<file path="config.mk">
export PLATFORM = sky130hd
export DESIGN_NAME = game_ctrl
export DESIGN_NICKNAME = d
export VERILOG_FILES = /design/src/rtl/game_ctrl.sv
export SDC_FILE = /design/constraint.sdc
export NUM_CORES = 1
export LEC_CHECK = 0
export ABC_AREA = 1
export CAP_MARGIN = 40
export CORE_MARGIN = 2
export CORE_UTILIZATION = 47
export DETAILED_ROUTE_END_ITERATION = 12
export GPL_TIMING_DRIVEN = 0
export PLACE_DENSITY = 0.81
export SETUP_SLACK_MARGIN = 0.5
export SYNTH_ARGS = -nofsm -noshare
export SYNTH_HDL_FRONTEND = slang
export SYNTH_SLANG_ARGS = --single-unit
</file>
<file path="constraint.sdc">
create_clock -name clk -period 3.7 [get_ports clk]
set_clock_uncertainty 0.2 [all_clocks]
set_input_delay 0.74 -clock clk [delete_from_list [all_inputs] [get_ports clk]]
set_output_delay 0.74 -clock clk [all_outputs]
set_load 0.02 [all_outputs]
</file>
<file path="src/rtl/game_ctrl.sv">
// Game mode controller: INITIAL/PLAY/LEARN/DEAD state machine, learning episode
// counter and per-frame learning event reporting from the obstacle channels.
module game_ctrl #(
  parameter int unsigned NUM_OBST       = 2,
  parameter int unsigned POS_W          = 10,
  parameter int unsigned WIN_LO         = 620,
  parameter int unsigned WIN_HI         = 626,
  parameter int unsigned RESTART_FRAMES = 30,
  parameter int unsigned EPI_W          = 16,
  localparam int unsigned IDX_W         = (NUM_OBST > 1) ? $clog2(NUM_OBST) : 1
) (
  input  logic                      clk,
  input  logic                      rst_n,
  input  logic                      new_frame,
  input  logic                      jump,
  input  logic                      q_key,
  input  logic                      jumping,
  input  logic [NUM_OBST-1:0]       hit_vec,
  input  logic [NUM_OBST-1:0]       obst_valid,
  input  logic [NUM_OBST*POS_W-1:0] obst_pos,
  output logic [1:0]                state,
  output logic [1:0]                qstate,
  output logic [IDX_W-1:0]          qstate_idx,
  output logic [EPI_W-1:0]          episode_cnt,
  output logic                      learn_mode
);

  localparam int unsigned CNT_W = (RESTART_FRAMES > 1) ? $clog2(RESTART_FRAMES + 1) : 1;

  localparam logic [1:0] S_INITIAL = 2'd0;
  localparam logic [1:0] S_PLAY    = 2'd1;
  localparam logic [1:0] S_LEARN   = 2'd2;
  localparam logic [1:0] S_DEAD    = 2'd3;

  localparam logic [POS_W-1:0] WIN_LO_P  = POS_W'(WIN_LO);
  localparam logic [POS_W-1:0] WIN_HI_P  = POS_W'(WIN_HI);
  localparam logic [CNT_W-1:0] CNT_LAST  = CNT_W'(RESTART_FRAMES - 1);
  localparam logic [EPI_W-1:0] EPI_MAX   = {EPI_W{1'b1}};

  logic [1:0]       state_q, state_d;
  logic             learn_q, learn_d;
  logic             jump_q, q_key_q;
  logic [CNT_W-1:0] rcnt_q, rcnt_d;
  logic [EPI_W-1:0] episode_q, episode_d;
  logic [1:0]       acc_code_q, acc_code_d;
  logic [IDX_W-1:0] acc_idx_q, acc_idx_d;
  logic [1:0]       qstate_q, qstate_d;
  logic [IDX_W-1:0] qidx_q, qidx_d;

  logic             jump_rise, q_rise, hit;
  logic [1:0]       ev_code, ch_code;
  logic [IDX_W-1:0] ev_idx;
  logic [POS_W-1:0] ch_pos;

  assign jump_rise = jump & ~jump_q;
  assign q_rise    = q_key & ~q_key_q;
  assign hit       = |(hit_vec & obst_valid);

  // Cycle event: numerically largest code wins, strict compare keeps lowest index on ties
  always_comb begin
    ev_code = 2'b00;
    ev_idx  = '0;
    ch_code = 2'b00;
    ch_pos  = '0;
    if (state_q == S_LEARN) begin
      for (int i = 0; i < NUM_OBST; i++) begin
        ch_pos  = obst_pos[i*POS_W +: POS_W];
        ch_code = 2'b00;
        if (hit_vec[i] && obst_valid[i]) begin
          ch_code = jumping ? 2'b11 : 2'b10;
        end else if (obst_valid[i] && (ch_pos >= WIN_LO_P) && (ch_pos < WIN_HI_P)) begin
          ch_code = 2'b01;
        end
        if (ch_code > ev_code) begin
          ev_code = ch_code;
          ev_idx  = IDX_W'(i);
        end
      end
    end
  end

  // Frame accumulator and per-frame report
  always_comb begin
    acc_code_d = acc_code_q;
    acc_idx_d  = acc_idx_q;
    qstate_d   = 2'b00;
    qidx_d     = qidx_q;
    if (new_frame) begin
      qstate_d   = acc_code_q;
      qidx_d     = acc_idx_q;
      acc_code_d = ev_code;
      acc_idx_d  = ev_idx;
    end else if (ev_code > acc_code_q) begin
      acc_code_d = ev_code;
      acc_idx_d  = ev_idx;
    end
  end

  // Next-state logic
  always_comb begin
    state_d   = state_q;
    learn_d   = learn_q;
    rcnt_d    = rcnt_q;
    episode_d = episode_q;
    case (state_q)
      S_INITIAL: begin
        if (jump_rise) begin
          state_d = S_PLAY;
          learn_d = 1'b0;
        end else if (q_rise || learn_q) begin
          state_d = S_LEARN;
          learn_d = 1'b1;
        end
      end
      S_PLAY: begin
        if (hit) begin
          state_d = S_DEAD;
          rcnt_d  = '0;
        end
      end
      S_LEARN: begin
        if (q_rise) begin
          state_d = S_INITIAL;
          learn_d = 1'b0;
        end else if (hit) begin
          state_d = S_DEAD;
          rcnt_d  = '0;
          if (episode_q != EPI_MAX) begin
            episode_d = episode_q + EPI_W'(1);
          end
        end
      end
      default: begin
        if (!learn_q) begin
          if (jump_rise) begin
            state_d = S_INITIAL;
          end
        end else if (new_frame) begin
          if (rcnt_q == CNT_LAST) begin
            state_d = S_INITIAL;
          end else begin
            rcnt_d = rcnt_q + CNT_W'(1);
          end
        end
      end
    endcase
  end

  always_ff @(posedge clk or negedge rst_n) begin
    if (!rst_n) begin
      state_q    <= S_INITIAL;
      learn_q    <= 1'b0;
      jump_q     <= 1'b0;
      q_key_q    <= 1'b0;
      rcnt_q     <= '0;
      episode_q  <= '0;
      acc_code_q <= 2'b00;
      acc_idx_q  <= '0;
      qstate_q   <= 2'b00;
      qidx_q     <= '0;
    end else begin
      state_q    <= state_d;
      learn_q    <= learn_d;
      jump_q     <= jump;
      q_key_q    <= q_key;
      rcnt_q     <= rcnt_d;
      episode_q  <= episode_d;
      acc_code_q <= acc_code_d;
      acc_idx_q  <= acc_idx_d;
      qstate_q   <= qstate_d;
      qidx_q     <= qidx_d;
    end
  end

  assign state       = state_q;
  assign learn_mode  = learn_q;
  assign episode_cnt = episode_q;
  assign qstate      = qstate_q;
  assign qstate_idx  = qidx_q;

endmodule

</file>
==> results.yml <==
status:
  status: "completed"
detailed_routing:
  detail-route-antenna-nets: 0
  first_pass_iters: 4
  drt_iter0_drc: 98
  route.detailed.wl_per_inst_um: 11.4
  wl_um: 4600
  num_vias: 1994
  via_per_inst: 4.96
  drcViolationCount: 0
clock_tree:
  cts_max_level: 2
  cts_buffers: 5
  hold_buffers: 0
  cts.sinks: 32
  path_clk_slew_ns: 0.07
  clk-insertion-delay-late_ns: 0.28
  cts.path.max_buffers: 2
  cts-root-buf: "clkbuf_8"
  cts_tree: "built"
synth:
  synth_area_um2: 2140
  synth_top_area_cell: "dfrtp_1"
  yosysMostFrequentCell: "nand2_1"
  yosysSeqAreaShare_pct: 37.4
  synthesis.nets: 334
  synth_edf_count: 0
  synth_seq_cells: 32
  synth-main-ff-cell: "dfrtp_1"
  synthTopCellsByCount: "nand2_1 (86), inv_1 (46), dfrtp_1 (32)"
  synth_top_area_share_pct: 37.4
  yosysWarnings: 0
  async_flop_share_pct: 100
  avgSynthCellArea_um2: 7.36
  netlist_top_cells_area: "dfrtp_1 (37%), nand2_1 (15%), inv_1 (8.1%)"
  syn-instance-count: 291
  synth.distinct_cells: 27
sta:
  rsz0062_at_grt: "no"
  holdWs_ns: 0.269
  hold_violations: 0
  tightest_slew_ns: 0.695
  setup-violations-final: 0
  max_slew_margin_pct: 53.7
  fmax_mhz: 335
  period_share_pct: 80.7
  slew_violations: 0
  fin_setup_tns_ns: 0
  layout_min_cycle_time_ns: 2.99
  fin_ws_ns: 0.714
setup_path:
  worstSetupPathType: "in -> reg"
  cpPeakStageDelay_ns: 0.49
  r2r-start: "state[0]"
  crit_path_top_delay_cell: "clkdlybuf4s50_1"
  cp_max_fo: 5
  crit_path_start_kind: "input port"
  r2r_end: "acc_idx_q"
  r2r_slack_ns: 1.55
  critPathMostFrequentCell: "nand2_1"
  crit_path_end_kind: "flip-flop"
  arrival_ns: 2.97
  reg2regPathDepth: 14
  crit_required_ns: 3.68
  crit_chain: "clkdlybuf4s50_1, nand2_2, inv_1, a21oi_1, nand2_1, nand2_2, ha_1, nand2_1, o21ai_2, nor2_2, nand2_1, nand2_2, inv_1, ha_1, nand2_1, o21ai_2, nand2_2, inv_2, nand2_1, nand2_1"
pwr:
  p_switching_w: 0.000770
  power_leakage_nw: 1.39
  p_int_w: 0.000993
  power_frac_seq_pct: 33.0
  swShare_pct: 43.7
  ir_worst_vdd_v: 0.000379
  power.share.clock_pct: 16.1
  pwr-share-comb_pct: 50.9
  power.density_nw_per_um2: 622
global_route:
  grt-ovfl-total: 0
  grt_max_degree: 33
  grt_pass1_wl_um: 8070
  antenna_found_initial: 0
  track_usage_pct: 19.5
  grt_pass1_vias: 1953
place:
  dp_slack_ns: 0.256
  gp_congestion: 0.864
  port_buffers: 49
  dpl.hpwl_um: 3530
floorplan:
  rows: 24
  dieHeight_um: 71.5
  core_area_um2: 4380
  die-area_um2: 5110
  start_util_pct: 48.8
  ios: 52
  die_w_um: 71.5
cells_and_area:
  fin_nets: 392
  synthToLayoutAreaGrowth_pct: 32.5
  fin_util_pct: 64.7
  fill_cells: 399
  n_antenna_cell: 0
  drive_gt1_share_pct: 12.3
  multi_input_comb_area_um2: 1160
  regArea_um2: 801
hold_path:
  hold_class: "reg -> reg"
  worstHoldStart: "acc_code_q[1]"
  worstHoldEndpoint: "qstate[1]"
  hold_depth: 2
run:
  max_cap_viol_count: 0
==> cells in the final DEF (no fill, tap or decap), types with 4 or more instances in the layout <==
master           count
nand2_1             81
inv_1               45
clkdlybuf4s50_1     42
dfrtp_1             32
nor2_1              22
nand3_1             14
ha_1                13
nand2_2             12
o21ai_2             10
o21ai_0             10
nor3_1               9
xor2_1               9
a21oi_1              6
clkbuf_8             6
dlymetal6s2s_1       6
xnor2_1              4
==> layer usage <==
metal / vias to the layer above / GRT usage [%] / share of wire (%)
met4: 0 / 6.50 / 1.3
met5: - / 0 / 0
met3: 8 / 5.20 / 4.8
li1: 1029 / - / -
met2: 51 / 33.8 / 50
met1: 906 / 23.4 / 44
==> flip-flops by register name (all words and copies together), names as in the netlist <==
register / flops
qstate_idx: 1
q_key_q: 1
learn_mode: 1
episode_cnt: 16
state: 2
acc_idx_q: 1
jump_q: 1
qstate: 2
rcnt_q: 5
acc_code_q: 2
==> worst max-delay path by stage <==
stage / from / slack (ns) / cells past startpoint / end
after global placement: obst_valid[1] / 0.32 / 21 / acc_idx_q
after CTS: obst_valid[1] / 0.55 / 21 / acc_idx_q
after floorplan: hit_vec[1] / 0.92 / 20 / acc_code_q[0]
final: obst_valid[0] / 0.71 / 20 / acc_idx_q
after global routing: obst_valid[0] / 0.49 / 20 / acc_idx_q
after detailed placement: obst_valid[1] / 0.26 / 21 / acc_idx_q
==> kinds of logic after synthesis <==
logic type	after synthesis	synth area share [%]
buffers and inverters	51	9.76
AND/OR/NAND/NOR	148	29.7
AO/OA/AOI/OAI	33	9.76
multiplexers	1	0.468
XOR/XNOR	13	5.32
flip-flops	32	37.4
adder cells (fa/ha/maj)	13	7.60
==> power groups by stage <==
stage	logic, W	clock network [W]	registers (W)
after floorplan	0.000482	0	0.000663
after global placement	0.000854	0	0.000581
after detailed placement	0.000881	0	0.000585
after CTS	0.000886	0.000290	0.000580
after global routing	0.00101	0.000306	0.000601
final	0.000898	0.000284	0.000582
==> critical path: cells and delay by family <==
family / cells / cell delay, ns
compound gates: 3 / 0.17
simple gates: 11 / 0.84
fa+ha+maj: 2 / 0.56
buf+inv: 4 / 0.65
==> metrics by stage <==
| stage | instance area, um2 | instances | power (W) |
|---|---|---|---|
| global route | 2840 | 402 | 0.00192 |
| finish | 2840 | 402 | 0.00176 |
| global placement | 2700 | 392 | 0.00143 |
| floorplan | 2140 | 291 | 0.00114 |
| CTS | 2780 | 400 | 0.00176 |
| detailed placement | 2690 | 392 | 0.00147 |
==> timing repair <==
action                     in CTS  in global routing
hold endpoints to repair        0                  0
gates resized for setup         0                 19
setup endpoints to repair       0                  3
setup buffers                   0                  2
==> layout make-up <==
type / count / area share (%)
plain buffers: 2 / 0.794
multi-input cells: 208 / 40.8
flip-flops and latches: 32 / 28.2
clock buffers: 8 / 3.18
inverters: 49 / 6.57
repair buffers: 51 / 18.2
well taps: 52 / 2.29
No activity file was read; power rests on OpenSTA's default activity.
